### src/rtl/riscv_pkg.sv
// Shared definitions for the R-type RV32I core: opcode, function fields,
// ALU operation codes and the sequencer state encoding.
package riscv_pkg;

  localparam logic [6:0] OP_RTYPE = 7'b0110011;

  localparam logic [2:0] F3_ADD_SUB = 3'b000;
  localparam logic [2:0] F3_SLL     = 3'b001;
  localparam logic [2:0] F3_SLT     = 3'b010;
  localparam logic [2:0] F3_SLTU    = 3'b011;
  localparam logic [2:0] F3_XOR     = 3'b100;
  localparam logic [2:0] F3_SRL_SRA = 3'b101;
  localparam logic [2:0] F3_OR      = 3'b110;
  localparam logic [2:0] F3_AND     = 3'b111;

  localparam logic [6:0] F7_BASE = 7'b0000000;
  localparam logic [6:0] F7_ALT  = 7'b0100000;

  localparam logic [3:0] ALU_AND  = 4'b0000;
  localparam logic [3:0] ALU_OR   = 4'b0001;
  localparam logic [3:0] ALU_ADD  = 4'b0010;
  localparam logic [3:0] ALU_SLL  = 4'b0011;
  localparam logic [3:0] ALU_SUB  = 4'b0100;
  localparam logic [3:0] ALU_SRL  = 4'b0101;
  localparam logic [3:0] ALU_SLT  = 4'b0110;
  localparam logic [3:0] ALU_XOR  = 4'b0111;
  localparam logic [3:0] ALU_SRA  = 4'b1000;
  localparam logic [3:0] ALU_SLTU = 4'b1001;

  typedef enum logic [2:0] {
    StIdle,
    StFetch,
    StDecode,
    StExecute,
    StWriteback,
    StHalt
  } seq_state_e;

endpackage

### src/rtl/multicycle_sequencer_if.sv
// Instruction-fetch handshake, run control and datapath control bundle.
// master: the sequencer; slave: instruction memory / datapath side.
interface multicycle_sequencer_if #(
  parameter int unsigned CNT_W = 32
) ();

  logic             run;
  logic             imem_req;
  logic             imem_valid;
  logic [31:0]      imem_rdata;
  logic [31:0]      ir;
  logic [4:0]       rs1;
  logic [4:0]       rs2;
  logic [4:0]       rd;
  logic [3:0]       alu_control;
  logic             regwrite;
  logic             pc_en;
  logic             busy;
  logic             halted;
  logic             illegal;
  logic             fetch_timeout;
  logic [CNT_W-1:0] retired_count;

  modport master (
    input  run, imem_valid, imem_rdata,
    output imem_req, ir, rs1, rs2, rd, alu_control, regwrite, pc_en, busy, halted,
           illegal, fetch_timeout, retired_count
  );

  modport slave (
    output run, imem_valid, imem_rdata,
    input  imem_req, ir, rs1, rs2, rd, alu_control, regwrite, pc_en, busy, halted,
           illegal, fetch_timeout, retired_count
  );

endinterface

### src/rtl/alu_decoder.sv
// Maps the R-type {funct7, funct3} pair to an ALU operation code and flags
// pairs the ALU does not implement. Purely combinational.
module alu_decoder
  import riscv_pkg::*;
(
  input  logic [6:0] funct7_i,
  input  logic [2:0] funct3_i,
  output logic [3:0] alu_control_o,
  output logic       supported_o
);

  // Decode the function fields; anything outside the supported set is flagged.
  always_comb begin
    alu_control_o = ALU_AND;
    supported_o   = 1'b0;
    case (funct7_i)
      F7_BASE: begin
        supported_o = 1'b1;
        case (funct3_i)
          F3_ADD_SUB: alu_control_o = ALU_ADD;
          F3_SLL:     alu_control_o = ALU_SLL;
          F3_SLT:     alu_control_o = ALU_SLT;
          F3_SLTU:    alu_control_o = ALU_SLTU;
          F3_XOR:     alu_control_o = ALU_XOR;
          F3_SRL_SRA: alu_control_o = ALU_SRL;
          F3_OR:      alu_control_o = ALU_OR;
          default:    alu_control_o = ALU_AND;
        endcase
      end
      F7_ALT: begin
        case (funct3_i)
          F3_ADD_SUB: begin
            alu_control_o = ALU_SUB;
            supported_o   = 1'b1;
          end
          F3_SRL_SRA: begin
            alu_control_o = ALU_SRA;
            supported_o   = 1'b1;
          end
          default: supported_o = 1'b0;
        endcase
      end
      default: supported_o = 1'b0;
    endcase
  end

endmodule

### src/rtl/multicycle_sequencer.sv
// Fetch/decode/execute/writeback sequencer for the R-type core, with run/halt
// control, an illegal-instruction trap, a fetch watchdog and a retire counter.
module multicycle_sequencer
  import riscv_pkg::*;
#(
  parameter int unsigned FETCH_TIMEOUT = 16,
  parameter int unsigned CNT_W         = 32
) (
  input  logic                    clock,
  input  logic                    reset,
  multicycle_sequencer_if.master  bus
);

  localparam int unsigned WdW = (FETCH_TIMEOUT < 2) ? 1 : $clog2(FETCH_TIMEOUT);
  // Value of the watchdog during the last FETCH cycle allowed before the trap.
  localparam logic [WdW-1:0] WdLast = WdW'(FETCH_TIMEOUT - 1);

  seq_state_e       state_q;
  logic [31:0]      ir_q;
  logic [3:0]       alu_control_q;
  logic             regwrite_q;
  logic             pc_en_q;
  logic             illegal_q;
  logic             fetch_timeout_q;
  logic [WdW-1:0]   wd_q;
  logic [CNT_W-1:0] retired_q;

  logic [3:0] dec_alu;
  logic       dec_supported;
  logic       dec_legal;

  alu_decoder u_alu_decoder (
    .funct7_i      (ir_q[31:25]),
    .funct3_i      (ir_q[14:12]),
    .alu_control_o (dec_alu),
    .supported_o   (dec_supported)
  );

  assign dec_legal = (ir_q[6:0] == OP_RTYPE) && dec_supported;

  // Sequencer FSM; strobes are registered one state early so they are high
  // exactly during WRITEBACK, and a reset before that edge suppresses them.
  always_ff @(posedge clock or negedge reset) begin
    if (!reset) begin
      state_q         <= StIdle;
      ir_q            <= '0;
      alu_control_q   <= '0;
      regwrite_q      <= 1'b0;
      pc_en_q         <= 1'b0;
      illegal_q       <= 1'b0;
      fetch_timeout_q <= 1'b0;
      wd_q            <= '0;
      retired_q       <= '0;
    end else begin
      regwrite_q <= 1'b0;
      pc_en_q    <= 1'b0;
      case (state_q)
        StIdle: begin
          if (bus.run) state_q <= StFetch;
        end
        StFetch: begin
          // A valid word on the expiry cycle takes priority over the trap.
          if (bus.imem_valid) begin
            ir_q    <= bus.imem_rdata;
            wd_q    <= '0;
            state_q <= StDecode;
          end else if (wd_q == WdLast) begin
            fetch_timeout_q <= 1'b1;
            wd_q            <= '0;
            state_q         <= StHalt;
          end else begin
            wd_q <= wd_q + 1'b1;
          end
        end
        StDecode: begin
          if (dec_legal) begin
            alu_control_q <= dec_alu;
            state_q       <= StExecute;
          end else begin
            illegal_q <= 1'b1;
            state_q   <= StHalt;
          end
        end
        StExecute: begin
          // Writes to x0 retire normally but never strobe the register file.
          regwrite_q <= (ir_q[11:7] != 5'd0);
          pc_en_q    <= 1'b1;
          state_q    <= StWriteback;
        end
        StWriteback: begin
          retired_q <= retired_q + 1'b1;
          state_q   <= bus.run ? StFetch : StIdle;
        end
        StHalt: begin
          state_q <= StHalt;
        end
        default: state_q <= StIdle;
      endcase
    end
  end

  assign bus.ir            = ir_q;
  assign bus.rs1           = ir_q[19:15];
  assign bus.rs2           = ir_q[24:20];
  assign bus.rd            = ir_q[11:7];
  assign bus.alu_control   = alu_control_q;
  assign bus.regwrite      = regwrite_q;
  assign bus.pc_en         = pc_en_q;
  assign bus.illegal       = illegal_q;
  assign bus.fetch_timeout = fetch_timeout_q;
  assign bus.retired_count = retired_q;
  assign bus.imem_req      = (state_q == StFetch);
  assign bus.halted        = (state_q == StHalt);
  assign bus.busy          = (state_q == StFetch) || (state_q == StDecode) ||
                             (state_q == StExecute) || (state_q == StWriteback);

endmodule

### src/flat_wrapper.sv
// flat-port wrapper written by rule: the top's interface ports become plain ports
module multicycle_sequencer_flat import riscv_pkg::*;
#(
  parameter int unsigned FETCH_TIMEOUT = 16,
  parameter int unsigned CNT_W         = 32
)
  (clock, reset, bus_run, bus_imem_valid, bus_imem_rdata, bus_imem_req, bus_ir, bus_rs1, bus_rs2, bus_rd, bus_alu_control, bus_regwrite, bus_pc_en, bus_busy, bus_halted, bus_illegal, bus_fetch_timeout, bus_retired_count);
  multicycle_sequencer_if #(.CNT_W(CNT_W)) bus_i ();
  input  logic clock;
  input  logic reset;
  input wire logic [$bits(bus_i.run)-1:0] bus_run;
  input wire logic [$bits(bus_i.imem_valid)-1:0] bus_imem_valid;
  input wire logic [$bits(bus_i.imem_rdata)-1:0] bus_imem_rdata;
  output wire logic [$bits(bus_i.imem_req)-1:0] bus_imem_req;
  output wire logic [$bits(bus_i.ir)-1:0] bus_ir;
  output wire logic [$bits(bus_i.rs1)-1:0] bus_rs1;
  output wire logic [$bits(bus_i.rs2)-1:0] bus_rs2;
  output wire logic [$bits(bus_i.rd)-1:0] bus_rd;
  output wire logic [$bits(bus_i.alu_control)-1:0] bus_alu_control;
  output wire logic [$bits(bus_i.regwrite)-1:0] bus_regwrite;
  output wire logic [$bits(bus_i.pc_en)-1:0] bus_pc_en;
  output wire logic [$bits(bus_i.busy)-1:0] bus_busy;
  output wire logic [$bits(bus_i.halted)-1:0] bus_halted;
  output wire logic [$bits(bus_i.illegal)-1:0] bus_illegal;
  output wire logic [$bits(bus_i.fetch_timeout)-1:0] bus_fetch_timeout;
  output wire logic [$bits(bus_i.retired_count)-1:0] bus_retired_count;
  assign bus_i.run = bus_run;
  assign bus_i.imem_valid = bus_imem_valid;
  assign bus_i.imem_rdata = bus_imem_rdata;
  assign bus_imem_req = bus_i.imem_req;
  assign bus_ir = bus_i.ir;
  assign bus_rs1 = bus_i.rs1;
  assign bus_rs2 = bus_i.rs2;
  assign bus_rd = bus_i.rd;
  assign bus_alu_control = bus_i.alu_control;
  assign bus_regwrite = bus_i.regwrite;
  assign bus_pc_en = bus_i.pc_en;
  assign bus_busy = bus_i.busy;
  assign bus_halted = bus_i.halted;
  assign bus_illegal = bus_i.illegal;
  assign bus_fetch_timeout = bus_i.fetch_timeout;
  assign bus_retired_count = bus_i.retired_count;
  multicycle_sequencer #(.FETCH_TIMEOUT(FETCH_TIMEOUT), .CNT_W(CNT_W)) u_core (.clock(clock), .reset(reset), .bus(bus_i));
endmodule
### config.mk
export PLATFORM = sky130hd
export DESIGN_NAME = multicycle_sequencer_flat
export DESIGN_NICKNAME = d
export VERILOG_FILES = /design/src/rtl/riscv_pkg.sv /design/src/rtl/multicycle_sequencer_if.sv /design/src/rtl/alu_decoder.sv /design/src/rtl/multicycle_sequencer.sv /design/src/flat_wrapper.sv
export SDC_FILE = /design/constraint.sdc
export NUM_CORES = 1
export LEC_CHECK = 0
export ABC_AREA = 1
export BUFFER_PORTS_ARGS = -buffer_cell sky130_fd_sc_hd__buf_2
export CAP_MARGIN = 20
export CORE_ASPECT_RATIO = 1.5
export CORE_MARGIN = 3
export CORE_UTILIZATION = 47
export DETAILED_ROUTE_END_ITERATION = 7
export PLACE_DENSITY = 0.74
export REMOVE_ABC_BUFFERS = 1
export SKIP_LAST_GASP = 1
export SLEW_MARGIN = 0
export SYNTH_ARGS = -nofsm -noshare
export SYNTH_HDL_FRONTEND = slang
export SYNTH_SLANG_ARGS = --single-unit
### constraint.sdc
create_clock -name clock -period 1.7 [get_ports clock]
set_input_delay 0.34 -clock clock [delete_from_list [all_inputs] [get_ports clock]]
set_output_delay 0.34 -clock clock [all_outputs]
set_load 0.03 [all_outputs]
# Word level (Yosys, flattened, before mapping)
# Index checks and enable logic that the tools add are counted.
# classes
mux	15
n_bitwise	2
n_reduce_logical	14
add_sub_neg	2
eq_ne	16
# ops
cell	count
$add 32x1->32 const B	1
$pmux 4 s7	1
$pmux 3 s6	1
$pmux 4 s2	2
$eq 3x3->1 const B	5
$eq 7x6->1 const B	2
$eq 3x2->1 const B	4
$mux 3	4
$mux 4	2
$reduce_and 2->1	4
$logic_not 7->1	1
$eq 3x1->1 const B	2
$logic_not 3->1	2
$reduce_bool 5->1	1
$add 4x1->4 const B	1
$eq 4x4->1 const B	1
$mux 1	4
$logic_or 1x1->1	3
$ne 3x2->1 const B	1
$reduce_and 3->1	1
$ne 2x2->1 const B	1
$not 1->1	2
$pmux 1 s2	1
$reduce_or 2->1	1
$logic_and 1x1->1	1
# word_totals
elab_cells	58
input_bits	36
out_inout_bits	90
ff_bits	79

# Depth between registers and ports, before layout
# logic_depth
depth_word	7
depth_mapped	10
mapped_depth_nobuf	10

# Hierarchy
# From an unflattened synthesis, not the netlist that was laid out.
# hier_totals
cells_unflattened	480
hier_area_um2	4247.8
# modules_own_cells
module	seq_area_each_um2	cells_each	area_each_um2	n_inst
multicycle_sequencer	1976.9	443	4082.7	1
alu_decoder	0.0	37	165.2	1

# Worst setup path after synthesis
# Ideal clock, no wire load.
# synth_timing
path_type	register -> register
from	register u_core.retired_q[1], in the netlist u_core.bus.retired_count[1]
to	register u_core.retired_q[16], in the netlist u_core.bus.retired_count[16]
arrival_ps	1525
setup_time_ps	118
stages_incl_launch_ff	11
period_less_slack_ps	1643
setup_slack_ps	57
cell_sequence	dfrtp_1 -> ha_1 -> nand2_1 -> nor2_1 -> nand2_1 -> nor2_1 -> nand2_1 -> nor2_2 -> nand2_1 -> nand2_1 -> nand2_1
# synth_via
elab_chain_cells	1
# synth_rtl
item	line_no	source
from (decl)	multicycle_sequencer.sv:26	logic [CNT_W-1:0] retired_q;
from (signal assigned)	multicycle_sequencer.sv:91	retired_q <= retired_q + 1'b1;
$add 32x1->32	multicycle_sequencer.sv:91	
# Every way passes these cells.
# A chain may end at the register's enable or synchronous reset.

# Worst setup path in the final report
# layout_timing
from	register u_core.state_q[1]
to	output bus_imem_req
# layout_via
elab_chain_cells	1
# layout_rtl
item	line_no	source
from (decl)	multicycle_sequencer.sv:18	seq_state_e state_q;
from (signal assigned)	multicycle_sequencer.sv:45	state_q <= StIdle;
from (signal assigned)	multicycle_sequencer.sv:59	if (bus.run) state_q <= StFetch;
from (signal assigned)	multicycle_sequencer.sv:66	state_q <= StDecode;
$eq 3x1->1	multicycle_sequencer.sv:112	assign bus.imem_req = (state_q == StFetch);
to (decl)	flat_wrapper.sv:14	output wire logic [$bits(bus_i.imem_req)-1:0] bus_imem_req;
# Every way passes these cells.

==> flow_summary.toml <==
[status]
outcome = "finished, violations left"
violations = "negative hold slack"

[detailed_routing]
drc = 0
wire_per_inst_um = 13.9
vias_per_cell = 4.98
first_pass_iters = 4
wl_um = 10000
drtIter0Drc = 156
ant_nets = 0
vias = 3599

[synthesis]
netlist_area_um2 = 4120
synth_area_per_cell_um2 = 8.44
yosys.cell_count.top_type = "nand2_1"
async_flop_share_pct = 100
ys_ff_latch = 79
synth.area.top_cells = "dfrtp_1 48%, nand2_1 15%, nor2_1 6.4%, mux2_2 4.9%, inv_1 3.4%"
netlist.area_leader.share_pct = 48.0
synth.yosys.seq_area_share_pct = 48.0
ys_top_cells_by_count = "161 x nand2_1, 79 x dfrtp_1, 70 x nor2_1"
ys_types = 30
synth-edff-count = 0
synth_top_cell_by_area = "dfrtp_1"
synthCells = 488
yosysWarnings = 0
synth_ff_type = "dfrtp_1"

[setup_path]
slowest_stage = "dfrtp_2"
r2r-end = "u_core.bus.retired_count[16]"
arrival_ps = 1280
cp_max_fo = 6
crit_chain = "inv_1 > nand3_4 > inv_2 > buf_2"
r2r_start = "u_core.bus.retired_count[1]"
crit_path_start_kind = "flip-flop"
cp-end-kind = "output pin"
reg2reg_slack_ps = 130
cp_slowest_stage_delay_ps = 440
cp.required_ps = 1360
ff2ff_path_depth = 10
crit_type = "reg2out"

[clocking]
clock-sinks = 79
cts_buffers = 9
cts.htree.levels = 3
clk_latency_ps = 340
cts-root-buf = "clkbuf_16"
cts-hold-fix-buffers = 0
path_clk_slew_ps = 60
clk_path_buf_depth = 2
cts_tree = "built"

[sta]
skew_ps = 7.15
max_slew.worst_pin.slew_ps = 436
slew_headroom_pct = 70.9
setup_viol = 0
hold_viol_final = 2
finalMaxSlewViolations = 0
rsz0062_at_grt = "no"
period_share_pct = 95.3
setup_tns_ps = 0
max_freq_mhz = 617
holdWs_ps = -3.38
period_minus_slack_ps = 1620

[floorplan]
core_um2 = 8460
die_y_um = 121
initial_utilization_pct = 48.6
die_area_um2 = 9940
io_pins = 126
rows = 41
die_w_um = 82.4

[place]
io_buffers = 125
hpwl_um = 7640
gp_congestion = 0.911
dpl.cell_count = 705

[global_route]
grt_pass1_wl_um = 16700
grt_pass1_vias = 3637
antenna_found_initial = 0
grt_overflow = 0
grt_use_total_pct = 21.8
grt_max_degree = 80

[cells_and_area]
layout.nets = 649
final_layout_size_suffix_gt1_share_pct = 31.5
n_antenna_cell = 0
fin_cells = 723
finish.utilization_pct = 60.8
area_delta_synth_final_pct = 24.9

[power_and_ir_drop]
ir_worst_vdd_mv = 1.28
power_per_cell_area_nw_per_um2 = 1660
p_leak_nw = 2.70
p_total_mw = 8.53

[run]
cap_violations = 0

[hold_path]
min_path_type = "in2async"
logic make-up after synthesis:
logic type | after synthesis | share of synthesized area, %
buffers and inverters | 61 | 7.47
and+or+nand+nor | 278 | 28.6
xor gates and xnor gates | 20 | 4.25
muxes | 27 | 8.20
AOI/OAI and AO/OA | 21 | 2.86
DFF | 79 | 48.0
adders and majority gates | 2 | 0.608
where the power goes:
group          internal, mW  total [mW]  switching [mW]
Combinational          1.28        3.70            2.42
Clock                  1.18        1.93           0.753
Sequential             2.41        2.90           0.496
cells in the final DEF, fill, tap and decap left out:
cell type   netlist  layout
a22o_1            1       1
o41ai_1           1       1
mux2_4            9       9
nand3b_1         13      13
nand2_2           2       2
buf_6             2       1
buf_12            0       2
inv_1            37      37
nor4_1            1       1
o21bai_1          1       1
xor2_1           15      15
clkinv_2          0       2
nand4_1           7       7
nor2_1           70      69
clkinvlp_4        0       1
xnor2_1           5       5
nor2_4            1       3
nand3_1          11      10
ha_1              2       2
a211oi_1          1       1
o21ai_0           9       9
dfrtp_1          79      76
clkbuf_1          0       1
buf_2             3     122
nor3_1            5       5
nand2_1         161     160
mux2_2           18      18
nand3_2           1       2
bufinv_16         0       1
nor2_2            4       3
nand3_4           1       1
buf_4            16       8
inv_2             3       3
dfrtp_2           0       3
clkbuf_16         0       9
or2_2             1       1
a21oi_1           8       8
nand2_4           0       1
inv_6             0       1
clkbuf_8          0       1
final cells by class:
class / instances / area (um^2)
Tap cell: 107 / 134
Sequential cell: 79 / 1980
Clock buffer: 11 / 243
Clock inverter: 5 / 56.3
Timing Repair Buffer: 133 / 722
Fill cell: 748 / 3320
Inverter: 40 / 150
Multi-Input combinational cell: 348 / 1860
registers in the layout (all words and copies together) (netlist names):
register	count
u_core.bus.pc_en	1
u_core.state_q	3
u_core.wd_q	4
u_core.bus.ir	32
u_core.bus.illegal	1
u_core.bus.regwrite	1
u_core.bus.alu_control	4
u_core.bus.fetch_timeout	1
u_core.bus.retired_count	32
timing repair:
action                                  4_1_cts  5_1_grt
setup buffers                                 0        2
endpoints found under the setup margin        1       10
gates resized for setup                       4        9
how the worst max path moves through the flow:
stage / start / to
final: u_core.state_q[1] / bus_imem_req
after global routing: u_core.state_q[1] / bus_halted
after CTS: u_core.state_q[1] / bus_halted
after detailed placement: u_core.bus.retired_count[0] / u_core.bus.retired_count[16]
after global placement: u_core.state_q[0] / u_core.bus.retired_count[17]
after floorplan: u_core.state_q[1] / u_core.bus.ir[0]
metal layers:
metal | GRT usage, % | part of all wire [%] | up-vias
li1 | - | - | 1769
met1 | 24.8 | 39 | 1668
met2 | 36.6 | 50 | 140
met3 | 7.15 | 8.5 | 22
met4 | 9.36 | 2.6 | 0
met5 | 0 | 0 | -
worst max-delay path: cells and delay by family (launching register included):
kind | cells | cell delay, ps
flops | 1 | 440
buf+inv | 3 | 390
simple gates | 1 | 110
through the flow:
step / area, um^2 / worst slack (ps) / hold slack, ps
floorplan: 3960 / -22.6 / 44.4
detailed placement: 4790 / 115 / 402
global placement: 4790 / 171 / 394
global route: 5140 / 0.294 / 26.1
finish: 5140 / 79.9 / -3.38
CTS: 5100 / 14.0 / 44.0
Power figures use the tool's default switching activity.
